File: src/rtl/led_bar_sequencer.sv
// LED-bar pattern sequencer: steps a position every TICK_DIV cycles and decodes FILL/DRAIN/CHASE/BOUNCE.
// Start takes effect on the next edge; LEDs are decoded combinationally from registered state; pause freezes the run.
module led_bar_sequencer #(
  parameter int N_LEDS   = 16,
  parameter int TICK_DIV = 80_000_000,
  parameter int CNT_W    = 27
) (
  input  logic              clk,
  input  logic              rst_n,
  input  logic              start_i,
  input  logic              pause_i,
  input  logic [1:0]        mode_i,
  input  logic              loop_i,
  output logic [N_LEDS-1:0] led_o,
  output logic              busy_o,
  output logic              finish_o,
  output logic              step_pulse_o
);

  localparam int                PW       = (N_LEDS > 2) ? $clog2(N_LEDS) : 1;
  localparam logic [PW-1:0]     POS_LAST = PW'(N_LEDS - 1);
  localparam logic [PW-1:0]     POS_ONE  = PW'(1);
  localparam logic [CNT_W-1:0]  CNT_LAST = CNT_W'(TICK_DIV - 1);
  localparam logic [N_LEDS-1:0] ONES     = '1;
  localparam logic [N_LEDS-1:0] ONE      = N_LEDS'(1);

  typedef enum logic [1:0] {
    S_IDLE = 2'd0,
    S_RUN  = 2'd1,
    S_DONE = 2'd2
  } state_e;

  typedef enum logic [1:0] {
    M_FILL   = 2'd0,
    M_DRAIN  = 2'd1,
    M_CHASE  = 2'd2,
    M_BOUNCE = 2'd3
  } mode_e;

  state_e           state_q, state_d;
  mode_e            mode_q, mode_d;
  logic [PW-1:0]    pos_q, pos_d;
  logic [CNT_W-1:0] cnt_q, cnt_d;
  logic             dir_q, dir_d;   // 1 = moving down (BOUNCE only)

  logic          tick;
  logic          last_step;
  logic [PW-1:0] pos_inc;

  assign pos_inc   = pos_q + POS_ONE;
  assign tick      = (state_q == S_RUN) && !pause_i && (cnt_q == CNT_LAST);
  assign last_step = (mode_q == M_BOUNCE) ? (dir_q && (pos_q == POS_ONE))
                                          : (pos_q == POS_LAST);

  always_ff @(posedge clk or negedge rst_n) begin
    if (!rst_n) begin
      state_q <= S_IDLE;
      mode_q  <= M_FILL;
      pos_q   <= '0;
      cnt_q   <= '0;
      dir_q   <= 1'b0;
    end else begin
      state_q <= state_d;
      mode_q  <= mode_d;
      pos_q   <= pos_d;
      cnt_q   <= cnt_d;
      dir_q   <= dir_d;
    end
  end

  always_comb begin
    state_d = state_q;
    mode_d  = mode_q;
    pos_d   = pos_q;
    cnt_d   = cnt_q;
    dir_d   = dir_q;
    case (state_q)
      S_IDLE, S_DONE: begin
        if (start_i) begin
          state_d = S_RUN;
          mode_d  = mode_e'(mode_i);
          pos_d   = '0;
          cnt_d   = '0;
          dir_d   = 1'b0;
        end
      end
      S_RUN: begin
        if (!pause_i) begin
          if (cnt_q == CNT_LAST) begin
            cnt_d = '0;
            if (last_step) begin
              // loop is only looked at here, on the final step of a sequence
              if (loop_i) begin
                pos_d = '0;
                dir_d = 1'b0;
              end else begin
                state_d = S_DONE;
              end
            end else if (mode_q == M_BOUNCE) begin
              if (dir_q) begin
                pos_d = pos_q - POS_ONE;
              end else begin
                pos_d = pos_inc;
                if (pos_inc == POS_LAST) dir_d = 1'b1;
              end
            end else begin
              pos_d = pos_inc;
            end
          end else begin
            cnt_d = cnt_q + CNT_W'(1);
          end
        end
      end
      default: state_d = S_IDLE;
    endcase
  end

  // DONE keeps decoding the held position so the last pattern stays lit
  always_comb begin
    led_o = '0;
    if (state_q != S_IDLE) begin
      case (mode_q)
        M_FILL:  led_o = ONES >> (POS_LAST - pos_q);
        M_DRAIN: led_o = ONES >> pos_q;
        default: led_o = ONE << pos_q;
      endcase
    end
  end

  assign busy_o       = (state_q == S_RUN);
  assign finish_o     = (state_q == S_DONE);
  assign step_pulse_o = tick;

endmodule

File: config.mk
export PLATFORM = sky130hd
export DESIGN_NAME = led_bar_sequencer
export DESIGN_NICKNAME = d
export VERILOG_FILES = /design/src/rtl/led_bar_sequencer.sv
export SDC_FILE = /design/constraint.sdc
export NUM_CORES = 1
export LEC_CHECK = 0
export ABC_CLOCK_PERIOD_IN_PS = 3040
export CAP_MARGIN = 15
export CELL_PAD_IN_SITES_DETAIL_PLACEMENT = 0
export CELL_PAD_IN_SITES_GLOBAL_PLACEMENT = 1
export CORE_AREA = 2 2 82 84
export CTS_CLUSTER_SIZE = 28
export DETAILED_ROUTE_END_ITERATION = 10
export DIE_AREA = 0 0 84 86
export HOLD_SLACK_MARGIN = 0.05
export PLACE_DENSITY_LB_ADDON = 0.1
export SETUP_SLACK_MARGIN = 0.05
export SYNTH_ARGS = -nofsm -noshare
export SYNTH_HDL_FRONTEND = slang
export SYNTH_SLANG_ARGS = --single-unit
File: constraint.sdc
create_clock -name clk -period 3.04 [get_ports clk]
set_clock_uncertainty 0.15 [all_clocks]
set_input_delay 0.608 -clock clk [delete_from_list [all_inputs] [get_ports clk]]
set_output_delay 0.608 -clock clk [all_outputs]
set_load 0.05 [all_outputs]
==> flow_summary.toml <==
[pwr]
powerDensity_mw_per_mm2 = 372
p_leak_nw = 1.41
peakVddDrop_v = 0.000263

[detailed_routing]
viasPerCell = 5.77
antenna_left = 0
top_layer = "met4"
drt_first_pass_iters = 4
wl_met2_um = 3450
routed_wl_um = 6730
drc = 0
wl_met3_um = 177
wl_per_cell_um = 15.8
vias = 2457
drtIter0Drc = 118
route.layer.met1.wl_um = 2970

[global_routing]
overflow = 0
antenna_found_initial = 0
grt_max_degree = 37
grt_usage = 0.196
grt_pass1_vias = 2409
grt_pass1_wl_um = 11500

[yosys]
synth.avg_cell_area_um2 = 8.26
synthTopCellsByCount = "nor2_1 (47), dfrtp_1 (36), nand2_1 (29)"
synth_area_leaders = "dfrtp_1 (34%), nor2_1 (6.6%), ha_1 (4.2%), nand2_1 (4.1%), xor2_1 (3.9%)"
synth_most_common_cell = "nor2_1"
synth.distinct_cells = 59
synth_fa_ha_area_frac = 0.0423
muxShareOfSynthArea = 0.0273
ys_ff_latch = 36
synthCells = 322
ys_seq_area_frac = 0.339
synth_compound_area_frac = 0.187
ys.flop_type = "dfrtp_1"
synthesis.nets = 338
synth_top_area_share = 0.339
yosys.area_share.simple = 0.299
synthesis.area_mm2 = 0.00266
synth.largest_area_cell = "dfrtp_1"
synth_xor_area_frac = 0.0658
async_flop_share = 1.00
synth-edff-count = 0
synth_top_family_by_area = "simple AND/OR/NAND/NOR gates"
synth_warnings = 0

[finish]
area_delta_synth_final_pct = 22.1
fill_cells = 610
drive_gt1_frac = 0.163
nets = 365
multiInputGateArea_mm2 = 0.00169
final_area_mm2 = 0.00325
finalNonFillerCells = 426
regArea_um2 = 901
diodes = 0

[clock_tree]
clk_latency_ns = 0.28
htree_levels = 2
clk_pin_slew_ns = 0.07
clk_path_buf_depth = 2
clock_sinks = 36
postCtsHoldBufs = 0
numCtsBuffers = 5
cts_root_buf = "clkbuf_8"
postCtsSetupBuffers = 0
cts-resized-gates = 0
cts_tree = "yes"

[timing]
period_minus_slack_ns = 2.95
finalWorstSetupSlack_ns = 0.0894
setup_violations = 0
fmax_ghz = 0.339
setup_tns_ns = 0
relSlewSlack = 0.465
period_share = 0.971
worst_slew_pin_slew_ns = 0.803
timing.final.hold_violations = 0
whs_ns = 0.266
rsz0062_at_grt = "true"
maxSlewViolCount = 0

[setup_path]
start_kind = "flip-flop"
end_kind = "output port"
worstPathMaxFanout = 7
crit_required_ns = 2.28
reg2reg_depth = 7
crit_type = "flip-flop to output port"
cp_data_arrival_time_ns = 2.19

[outcome]
run_status = "finished, final reports clean"

[die]
die_h_um = 86
initial_core_util = 0.424
row_count = 29
die_x_um = 84
core_mm2 = 0.00628
die-area_mm2 = 0.00722
io-pin-count = 26

[placement]
pre_cts_ws_ns = 0.324
place_inst = 419
gp_congestion = 0.795
place_area_mm2 = 0.00315
port_buffers = 25
dp_hpwl_um = 4930

[run]
drv_cap = 0

[worst_hold_path]
hp-class = "input port to async pin"
power breakdown:
part	leakage [nW]	internal [mW]	switching (mW)
clock	0.0503	0.202	0.160
sequential	0.473	0.516	0.0457
combinational	0.886	0.116	0.169
total	1.41	0.833	0.374
critical path, cell delays in order (launching register included):
cell     delay, ns
dfrtp_1       0.40
and2_1        0.21
mux2_2        0.33
or4b_2        0.63
a21oi_2       0.19
buf_12        0.15
final cells by class:
type                       instances  area share
inverter                          10      0.0116
sequential                        36       0.277
timing repair buffer              38       0.131
tap                               77      0.0297
multi-input combinational        258       0.521
clock buffer                       7      0.0297
metal layers:
| layer | vias to the layer above | global-route usage |
|---|---|---|
| li1 | 1224 | - |
| met1 | 1178 | 0.246 |
| met2 | 46 | 0.342 |
| met3 | 9 | 0.0308 |
| met4 | 0 | 0.0718 |
| met5 | - | 0 |
state kept, by name, summed over array words and instances (netlist names):
name,flops
mode_q,2
cnt_q,27
dir_q,1
pos_q,4
state_q,2
kinds of logic (layout without fill, tap and decap cells):
family          Yosys count  after routing
buf+inv                  28             55
compound gates           70             70
flops                    36             36
simple gates            152            152
xor+xnor                 20             20
fa+ha+maj                 9              9
mux                       7              7
cell usage in the layout, fill, tap and decap left out, drive strengths merged, types with 2 or more instances in the layout:
cell           Yosys  final
a2111oi            5      5
and4               3      3
a31oi              4      4
o21ai             12     12
xnor2              8      8
o22ai              5      5
nor3               9      9
nor4b              2      2
o211ai             2      2
nor2b              3      3
and2               4      4
nor2              47     47
o31ai              3      3
a211oi             4      4
nand2             29     29
nor4               5      5
a21oi             22     22
inv               10     10
xor2              12     12
nand4             11     11
nand2b             4      4
mux2i              5      5
a32oi              2      2
mux2               2      2
and3               9      9
clkdlybuf4s50      0      7
buf                3     31
clkbuf            15      7
nand3             15     15
dfrtp             36     36
nor3b              2      2
ha                 9      9
path summary, 6_finish.rpt:
path	endpoint	start	slack [ns]
worst max-delay path	led_o[13]	pos_q[1]	0.09
worst min-delay path	cnt_q[1]	rst_n	0.27
worst max register to register	pos_q[1]	pos_q[1]	0.54
worst min register to register	cnt_q[13]	cnt_q[13]	0.39
max in group asynchronous	cnt_q[3]	rst_n	1.96
min in group clk	cnt_q[13]	cnt_q[13]	0.39
per-stage QoR:
step                      total power [mW]  utilization
after floorplan                      0.739            -
after global placement               0.855        0.502
after detailed placement             0.856        0.502
after CTS                             1.23        0.517
after global routing                  1.28        0.517
final                                 1.21        0.517
Power figures use the tool's default switching activity.
